--- config.mk ---
export PLATFORM = sky130hd
export DESIGN_NAME = a78_cart_loader
export DESIGN_NICKNAME = d
export VERILOG_FILES = /design/src/rtl/a78_pkg.sv /design/src/rtl/a78_cart_loader.sv
export SDC_FILE = /design/constraint.sdc
export NUM_CORES = 1
export LEC_CHECK = 0
export BUFFER_PORTS_ARGS = -buffer_cell sky130_fd_sc_hd__buf_2
export CAP_MARGIN = 40
export CORE_ASPECT_RATIO = 0.5
export CORE_MARGIN = 4
export CORE_UTILIZATION = 51
export CTS_BUF_LIST = sky130_fd_sc_hd__clkbuf_2
export DETAILED_ROUTE_END_ITERATION = 7
export GPL_TIMING_DRIVEN = 1
export PLACE_DENSITY = 0.79
export SETUP_SLACK_MARGIN = 0.05
export SYNTH_ARGS = -nofsm -noshare
export SYNTH_HDL_FRONTEND = slang
export SYNTH_SLANG_ARGS = --single-unit
--- constraint.sdc ---
create_clock -name clk_sys -period 3.92 [get_ports clk_sys]
set_input_delay 0.784 -clock clk_sys [delete_from_list [all_inputs] [get_ports clk_sys]]
set_output_delay 0.784 -clock clk_sys [all_outputs]
set_load 0.01 [all_outputs]
--- src/rtl/a78_pkg.sv ---
// Shared constants and types for the A78 cart loader: header layout, signature and FSM states.
package a78_pkg;

  localparam int HDR_LEN = 128;

  localparam logic [7:0] OFS_SIG0   = 8'd1;
  localparam logic [7:0] OFS_SIZE   = 8'd49;
  localparam logic [7:0] OFS_FLAGS  = 8'd53;
  localparam logic [7:0] OFS_REGION = 8'd57;

  // "ATARI", first character in the top byte
  localparam logic [39:0] SIG_ATARI = 40'h41_54_41_52_49;

  typedef enum logic [2:0] {
    IDLE,
    SIG,
    HDR,
    BODY,
    FINISH
  } loader_state_t;

  // Expected signature character idx (0..4) of "ATARI".
  function automatic logic [7:0] sig_byte(input logic [2:0] idx);
    logic [39:0] sh;
    sh = SIG_ATARI << (8 * idx);
    return sh[39:32];
  endfunction

endpackage

--- src/rtl/a78_cart_loader.sv ---
// Turns the ioctl cart download into cart RAM writes, stripping and parsing an optional A78 header.
// Write path has one cycle of latency; cart metadata is published at the end of each load.
module a78_cart_loader #(
  parameter int ADDR_W   = 18,
  parameter int IOCTL_AW = 25,
  parameter int HDR_LEN  = a78_pkg::HDR_LEN
) (
  input  logic                clk_sys,
  input  logic                reset,
  input  logic                ioctl_download,
  input  logic [7:0]          ioctl_index,
  input  logic                ioctl_wr,
  input  logic [IOCTL_AW-1:0] ioctl_addr,
  input  logic [7:0]          ioctl_dout,
  output logic [ADDR_W-1:0]   mem_addr,
  output logic [7:0]          mem_data,
  output logic                mem_we,
  output logic                cart_is_7800,
  output logic [31:0]         hdr_size,
  output logic [15:0]         cart_flags,
  output logic                cart_region,
  output logic [31:0]         cart_size,
  output logic                load_done,
  output logic                cart_valid,
  output logic                hdr_err,
  output logic                ovf
);
  import a78_pkg::*;

  localparam logic [IOCTL_AW-1:0] HDR_OFS  = IOCTL_AW'(HDR_LEN);
  localparam logic [IOCTL_AW-1:0] HDR_LAST = IOCTL_AW'(HDR_LEN - 1);
  localparam logic [IOCTL_AW:0]   LEN_ONE  = {{IOCTL_AW{1'b0}}, 1'b1};
  localparam logic [IOCTL_AW:0]   MAX_LEN  = {{(IOCTL_AW - ADDR_W){1'b0}}, 1'b1, {ADDR_W{1'b0}}};
  localparam logic [7:0]          OFS_SIG_END = OFS_SIG0 + 8'd4;

  loader_state_t       state;
  logic                cart_dl;
  logic                cart_dl_q;
  logic                sig_match;
  logic                sig_next;
  logic                sig_hit;
  logic                sig_range;
  logic                mode_7800;
  logic [IOCTL_AW-1:0] last_addr;
  logic [IOCTL_AW-1:0] eff_addr;
  logic [7:0]          ofs;
  logic                ofs_low;
  logic                in_range;
  logic                hdr_short;
  logic [IOCTL_AW:0]   raw_len;
  logic [IOCTL_AW:0]   pay_len;
  logic [IOCTL_AW:0]   sat_len;

  assign cart_dl   = ioctl_download && (ioctl_index != 8'd0);
  assign ofs       = ioctl_addr[7:0];
  assign ofs_low   = (ioctl_addr[IOCTL_AW-1:8] == '0);
  assign sig_range = ofs_low && (ofs >= OFS_SIG0) && (ofs <= OFS_SIG_END);
  assign sig_hit   = (ioctl_dout == sig_byte(3'(ofs - OFS_SIG0)));
  assign sig_next  = sig_match && (!sig_range || sig_hit);

  // Payload of an A78 file lands at RAM address 0, so the header length is removed in BODY.
  assign eff_addr  = (state == BODY && mode_7800) ? ioctl_addr - HDR_OFS : ioctl_addr;
  assign in_range  = (eff_addr[IOCTL_AW-1:ADDR_W] == '0);

  assign raw_len   = {1'b0, last_addr} + LEN_ONE;
  assign pay_len   = mode_7800 ? raw_len - {1'b0, HDR_OFS} : raw_len;
  assign sat_len   = (pay_len > MAX_LEN) ? MAX_LEN : pay_len;
  assign hdr_short = mode_7800 && (last_addr < HDR_OFS);

  always_ff @(posedge clk_sys) begin
    if (reset) begin
      state        <= IDLE;
      // Track the live level so a download already in progress is not taken as a new load.
      cart_dl_q    <= cart_dl;
      sig_match    <= 1'b0;
      mode_7800    <= 1'b0;
      last_addr    <= '0;
      mem_addr     <= '0;
      mem_data     <= '0;
      mem_we       <= 1'b0;
      cart_is_7800 <= 1'b0;
      hdr_size     <= '0;
      cart_flags   <= '0;
      cart_region  <= 1'b0;
      cart_size    <= '0;
      load_done    <= 1'b0;
      cart_valid   <= 1'b0;
      hdr_err      <= 1'b0;
      ovf          <= 1'b0;
    end else begin
      cart_dl_q <= cart_dl;
      mem_we    <= 1'b0;
      load_done <= 1'b0;

      case (state)
        IDLE: begin
          if (cart_dl && !cart_dl_q) begin
            state       <= SIG;
            sig_match   <= 1'b1;
            mode_7800   <= 1'b0;
            hdr_size    <= '0;
            cart_flags  <= '0;
            cart_region <= 1'b0;
            ovf         <= 1'b0;
            hdr_err     <= 1'b0;
            last_addr   <= '0;
          end
        end

        SIG, BODY: begin
          if (!cart_dl) begin
            state <= FINISH;
          end else if (ioctl_wr) begin
            last_addr <= ioctl_addr;
            if (in_range) begin
              mem_we   <= 1'b1;
              mem_addr <= eff_addr[ADDR_W-1:0];
              mem_data <= ioctl_dout;
            end else begin
              ovf <= 1'b1;
            end
            if (state == SIG) begin
              sig_match <= sig_next;
              if (!ofs_low || ofs >= OFS_SIG_END) begin
                cart_is_7800 <= sig_next;
                mode_7800    <= sig_next;
                state        <= sig_next ? HDR : BODY;
              end
            end
          end
        end

        HDR: begin
          if (!cart_dl) begin
            state <= FINISH;
          end else if (ioctl_wr) begin
            last_addr <= ioctl_addr;
            if (ofs_low) begin
              case (ofs)
                OFS_SIZE:          hdr_size[31:24]  <= ioctl_dout;
                OFS_SIZE + 8'd1:   hdr_size[23:16]  <= ioctl_dout;
                OFS_SIZE + 8'd2:   hdr_size[15:8]   <= ioctl_dout;
                OFS_SIZE + 8'd3:   hdr_size[7:0]    <= ioctl_dout;
                OFS_FLAGS:         cart_flags[15:8] <= ioctl_dout;
                OFS_FLAGS + 8'd1:  cart_flags[7:0]  <= ioctl_dout;
                OFS_REGION:        cart_region      <= ioctl_dout[0];
                default: ;
              endcase
            end
            if (ioctl_addr >= HDR_LAST) state <= BODY;
          end
        end

        FINISH: begin
          cart_size  <= hdr_short ? '0 : 32'(sat_len);
          hdr_err    <= hdr_short;
          load_done  <= 1'b1;
          cart_valid <= 1'b1;
          state      <= IDLE;
        end

        default: state <= IDLE;
      endcase
    end
  end

endmodule

After elaboration in Yosys (flattened, before gate mapping)
Cells that the tools add are included.
{"block": "op_classes", "addsub": 4, "magnitude_cmp": 6, "eq_ne": 35, "shifts": 1, "muxes": 57, "bitwise_logic": 3, "reduce_logical": 38}
{"operator": "2-to-1 mux 32 bit", "count": 4}
{"operator": "2-to-1 mux 25 bit", "count": 4}
{"operator": "2-to-1 mux 26 bit", "count": 3}
{"operator": "2-to-1 mux 16 bit", "count": 4}
{"operator": "case mux 32 bit (2 select lines)", "count": 1}
{"operator": "equality test 8 x 6 -> 1 bit (second input constant)", "count": 7}
{"operator": "AND reduction 6 bit", "count": 9}
{"operator": "case mux 25 bit (2 select lines)", "count": 1}
{"operator": "2-to-1 mux 8 bit", "count": 6}
{"operator": "left shift 39 x 6 -> 40 bit (first input constant)", "count": 1}
{"operator": "case mux 16 bit (2 select lines)", "count": 1}
{"operator": "adder 25 x 1 -> 26 bit (second input constant)", "count": 1}
{"operator": "> comparator 26 x 19 -> 1 bit (second input constant)", "count": 1}
{"operator": "subtractor 26 x 8 -> 26 bit (second input constant)", "count": 1}
{"operator": "greater-or-equal comparator 25 x 7 -> 1 bit (second input constant)", "count": 1}
{"operator": "< comparator 25 x 8 -> 1 bit (second input constant)", "count": 1}
{"operator": "subtractor 25 x 8 -> 25 bit (second input constant)", "count": 1}
{"operator": "2-to-1 mux 3 bit", "count": 8}
{"operator": "2-to-1 mux 1 bit", "count": 19}
{"operator": "!= test 2 x 1 -> 1 bit (second input constant)", "count": 9}
{"operator": "!= test 2 bit (second input constant)", "count": 9}
{"operator": "zero test 17 bit", "count": 1}
{"operator": "!= test 3 bit (second input constant)", "count": 5}
{"operator": "AND reduction 5 bit", "count": 3}
{"operator": "other kinds (23)", "count": 43}
{"block": "word_totals", "regBits": 144, "output_inout_bits": 113, "elab_cells": 165}

Depth between registers and ports, before layout
{"block": "depth", "ltp_word": 12, "depth_mapped": 15, "depth_no_buf": 14}

Worst setup path after synthesis
No wires, ideal clock.
{"block": "synth_timing", "path_type": "register -> register", "from": "register last_addr[0]", "to": "register cart_size[9]", "t_arrival_ps": 3661, "setup_slack_ps": 192, "path_stages_with_launch": 16, "path_buffers": 1, "cell_sequence": "dfxtp_1 -> ha_1 -> nand3_2 -> nor2_1 -> xnor2_1 -> ha_1 -> nand2_1 -> a311oi_1 -> a41oi_2 -> nor2_1 -> xnor2_1 -> nand4_1 -> or4_1 -> a211o_1 -> buf_6 -> o21ai_2"}
{"block": "synth_via", "elab_chain_len": 6, "elab_cells_between_ends": 8}
{"element": "start: declaration", "line": "a78_cart_loader.sv:44", "text": "logic [IOCTL_AW-1:0] last_addr;"}
{"element": "start signal: assignment", "line": "a78_cart_loader.sv:114", "text": "last_addr <= ioctl_addr;"}
{"element": "start signal: assignment", "line": "a78_cart_loader.sv:137", "text": "last_addr <= ioctl_addr;"}
{"element": "adder 25 x 1 -> 26 bit", "line": "a78_cart_loader.sv:65", "text": "assign raw_len = {1'b0, last_addr} + LEN_ONE;"}
{"element": "subtractor 26 x 8 -> 26 bit", "line": "a78_cart_loader.sv:66", "text": "assign pay_len = mode_7800 ? raw_len - {1'b0, HDR_OFS} : raw_len;"}
{"element": "2-to-1 mux 26 bit", "line": "a78_cart_loader.sv:66"}
{"element": "> comparator 26 x 19 -> 1 bit", "line": "a78_cart_loader.sv:67", "text": "assign sat_len = (pay_len > MAX_LEN) ? MAX_LEN : pay_len;"}
{"element": "2-to-1 mux 26 bit", "line": "a78_cart_loader.sv:67"}
{"element": "2-to-1 mux 26 bit *", "line": "a78_cart_loader.sv:155", "text": "cart_size <= hdr_short ? '0 : 32'(sat_len);"}
{"element": "end signal: assignment", "line": "a78_cart_loader.sv:155"}
{"element": "end: declaration", "line": "a78_cart_loader.sv:22", "text": "output logic [31:0] cart_size,"}
Every way passes the cells marked *; elsewhere a longest branch is shown, timed or not.
A chain may end at the register's enable or synchronous reset.

Final worst setup path
{"block": "layout_timing", "from": "register last_addr[6]", "to": "register cart_size[3]"}
The elaborated chain is that of the path after synthesis.

==> impl_metrics.env <==
export IMPL_cp_depth=13
export IMPL_final_seq_area_um2=2770
export IMPL_core_um2=13600
export IMPL_hold_violations=0
export IMPL_whs_endpoint="mem_data[6]"
export IMPL_dp_hpwl_um=14200
export IMPL_clk_pin_slew_ps=240
export IMPL_antenna_found_initial=1
export IMPL_synth_edf_count=0
export IMPL_status="finished, final reports clean"
export IMPL_die_area_um2=16000
export IMPL_initial_core_util=0.524
export IMPL_cts_hold_buf=0
export IMPL_ir_drop_mv=0.206
export IMPL_crit_required_ps=4540
export IMPL_timing_hold_ws_ps=342
export IMPL_drive_gt1_frac=0.252
export IMPL_detail_route_antenna_nets=0
export IMPL_fmax_ghz=0.280
export IMPL_fin_total_pwr_mw=2.72
export IMPL_grt_pass1_vias=6332
export IMPL_placed_area_um2=8050
export IMPL_io_buffers=151
export IMPL_rows=30
export IMPL_hold_start="ioctl_dout[6]"
export IMPL_die_y_um=91.5
export IMPL_cts_buffers=17
export IMPL_clockBufferDepth=2
export IMPL_worstSetupStartpointType="flop"
export IMPL_grt_max_degree=58
export IMPL_yosys_area_top_type_share=0.388
export IMPL_drv_slew=0
export IMPL_hp_class="in -> reg"
export IMPL_via_count=6579
export IMPL_track_usage=0.233
export IMPL_fillers=1243
export IMPL_ys_ff_latch=138
export IMPL_final_core_utilization=0.613
export IMPL_yosys_area_top_type="dfxtp_1"
export IMPL_worst_slew_pin_slew_ps=634
export IMPL_grt_pass1_wl_um=30900
export IMPL_vias_per_cell=5.56
export IMPL_wl_um=19000
export IMPL_async_reset_ff_frac=0
export IMPL_io_pins=158
export IMPL_yosysWarnings=0
export IMPL_fin_skew_ps=40.0
export IMPL_synthTopCellsByArea="dfxtp_1 (39%), mux2i_1 (11%), nor2_1 (6.0%), nand2_1 (4.1%), xnor2_1 (3.4%)"
export IMPL_synthToLayoutAreaGrowth_pct=17.0
export IMPL_grt_overflow=0
export IMPL_reg2reg_to="cart_size[3]"
export IMPL_synth_cell_types=75
export IMPL_end_kind="flop"
export IMPL_wl_per_cell_um=16.0
export IMPL_cpPeakStageDelay_ps=550
export IMPL_syn_area_um2=7120
export IMPL_crit_fanout=14
export IMPL_critical_path_class="reg -> reg"
export IMPL_min_period_ps=3570
export IMPL_final_cell_area_um2=8330
export IMPL_maxCapViolCount=0
export IMPL_cts_root_buf="clkbuf_2"
export IMPL_ff2ff_setup_slack_ps=350
export IMPL_path_delay_family="simple AND/OR/NAND/NOR gates"
export IMPL_power_density_nw_per_um2=327
export IMPL_cts_tree="yes"
export IMPL_h_tree_depth=4
export IMPL_reg2reg_depth=13
export IMPL_slew_headroom=0.573
export IMPL_synthCells=843
export IMPL_fin_crit_sh=0.911
export IMPL_drc_errors=0
export IMPL_cts_sinks=138
export IMPL_drtIter0Drc=413
export IMPL_setup_viol=0
export IMPL_arrival_ps=4200
export IMPL_hold_depth=3
export IMPL_p_leak_nw=3.90
export IMPL_yosysSeqAreaShare=0.388
export IMPL_synth_area_per_cell_um2=8.44
export IMPL_multi_input_area_um2=4040
export IMPL_fin_setup_tns_ps=0
export IMPL_slowest_stage="or4_1"
export IMPL_grt_setup_unrepaired="no"
export IMPL_path_cells="nand3_1 > or2_1 > xor2_1 > ha_1 > nand2_1 > a311oi_2 > a41oi_2 > nor2_2 > xnor2_1 > nand4_1 > or4_1 > a211o_4 > o21ai_0"
export IMPL_dr_pass1_iters=7
export IMPL_fin_nets=1028
export IMPL_fp_dieW_um=175
export IMPL_worst_path_buf_inv=0
export IMPL_clk_latency_ps=690
export IMPL_ys_flop_type="dfxtp_1"
export IMPL_rr_startpoint="last_addr[6]"
export IMPL_place_congestion=0.910
==> cell usage after synthesis (all sizes together) (2+ instances only) <==
| cell | number |
|---|---|
| o41ai | 2 |
| nor4b | 2 |
| a31oi | 12 |
| nor3b | 2 |
| dfxtp | 138 |
| o32ai | 4 |
| a32o | 2 |
| xor2 | 19 |
| mux2i | 75 |
| buf | 26 |
| nand3 | 48 |
| nor4 | 17 |
| o21ai | 36 |
| inv | 12 |
| o31ai | 6 |
| and4 | 5 |
| and3b | 3 |
| a41oi | 2 |
| xnor2 | 28 |
| nand2b | 6 |
| ha | 4 |
| nand2 | 78 |
| a211oi | 3 |
| nor3 | 16 |
| a21oi | 47 |
| nand3b | 2 |
| nand4 | 13 |
| or2 | 7 |
| and3 | 16 |
| a21boi | 2 |
| a211o | 3 |
| nand4b | 5 |
| nor2b | 5 |
| or4 | 5 |
| a311oi | 3 |
| nor2 | 114 |
| or3 | 5 |
| o22ai | 2 |
| and2 | 11 |
| clkbuf | 41 |
==> registers in the layout, summed over array words and instances (netlist names), 3 cells and up <==
| signal | cells |
|---|---|
| hdr_size | 32 |
| mem_data | 8 |
| cart_size | 26 |
| state | 3 |
| cart_flags | 16 |
| mem_addr | 18 |
| last_addr | 25 |
==> power breakdown <==
group          internal [mW]  switching [mW]
Sequential              1.43          0.0328
Clock                  0.306           0.573
Combinational          0.145           0.239
==> placed cells by master, fill, tap and decap left out, types with 4 or more instances in the layout <==
cell | Yosys | routed
inv_1 | 12 | 12
nand3_1 | 47 | 47
o32ai_1 | 4 | 4
or2_2 | 4 | 4
nand4b_1 | 5 | 5
dfxtp_1 | 138 | 133
or3_1 | 4 | 4
nor3_1 | 16 | 16
or4_1 | 5 | 5
ha_1 | 4 | 4
o21ai_0 | 22 | 22
nor2b_1 | 5 | 5
xnor2_1 | 28 | 28
nor4_1 | 14 | 14
and3_1 | 16 | 16
a31oi_1 | 10 | 10
buf_4 | 11 | 27
nand4_1 | 10 | 10
o21ai_1 | 4 | 4
o31ai_1 | 6 | 5
xor2_1 | 19 | 19
clkbuf_2 | 0 | 17
nor2_1 | 114 | 113
a21oi_1 | 47 | 46
buf_2 | 11 | 150
inv_6 | 0 | 4
o21ai_2 | 10 | 10
nand2b_1 | 6 | 6
conb_1 | 1 | 6
and2_1 | 11 | 11
dfxtp_2 | 0 | 5
and4_1 | 4 | 4
nand2_1 | 78 | 78
mux2i_1 | 75 | 75
==> per-stage QoR <==
step / std cells / setup WS (ps)
after floorplan: 848 / 192
after global placement: 1149 / 154
after detailed placement: 1152 / 18.1
after CTS: 1183 / 113
after global routing: 1184 / 80.3
final: 1184 / 347
==> final cells by class <==
| type | instances | share of cell area |
|---|---|---|
| flip-flops and latches | 138 | 0.332 |
| well taps | 192 | 0.0288 |
| repair buffers | 179 | 0.118 |
| multi-input cells | 631 | 0.485 |
| inverters | 12 | 0.00541 |
| clock buffers | 17 | 0.0102 |
| clock inverters | 14 | 0.0195 |
| diodes | 1 | 0.000300 |
==> layer usage <==
layer / global-route usage / wire [um] / vias up / part of all wire
li1: - / - / 3228 / -
met5: 0 / 0 / - / 0
met3: 0.0753 / 1700 / 28 / 0.090
met4: 0.0699 / 295 / 0 / 0.016
met1: 0.293 / 8160 / 3078 / 0.43
met2: 0.385 / 8800 / 245 / 0.46
==> worst reg2reg max path: cells and delay by family (launching register included) <==
kind                     cells  cell delay (ps)
AND/OR/NAND/NOR              6             1370
adder cells (fa/ha/maj)      1              240
AO/OA/AOI/OAI                4             1020
flip-flops                   1              470
XOR/XNOR                     2              420
==> kinds of logic (layout without fill, tap and decap cells) <==
group	Yosys count	after routing	synth area share
AO/OA/AOI/OAI	137	137	0.129
XOR/XNOR	47	47	0.0579
adder cells (fa/ha/maj)	4	4	0.00703
buffers and inverters	79	222	0.0505
flip-flops	138	138	0.388
multiplexers	76	76	0.107
other	1	7	0.000527
AND/OR/NAND/NOR	361	361	0.260
==> worst max-delay path by stage <==
stage	from	to
after floorplan	last_addr[0]	cart_size[9]
after global placement	last_addr[0]	cart_size[2]
after detailed placement	last_addr[0]	cart_size[4]
after CTS	last_addr[0]	cart_size[4]
after global routing	last_addr[0]	cart_size[2]
final	last_addr[6]	cart_size[3]
==> repair_timing <==
action | 4_1_cts | 5_1_grt
pin swaps | 0 | 0
setup buffers | 0 | 0
resized for setup | 1 | 8
endpoints found under the setup margin | 5 | 14
Note: power is estimated with default switching activity, not from simulation.
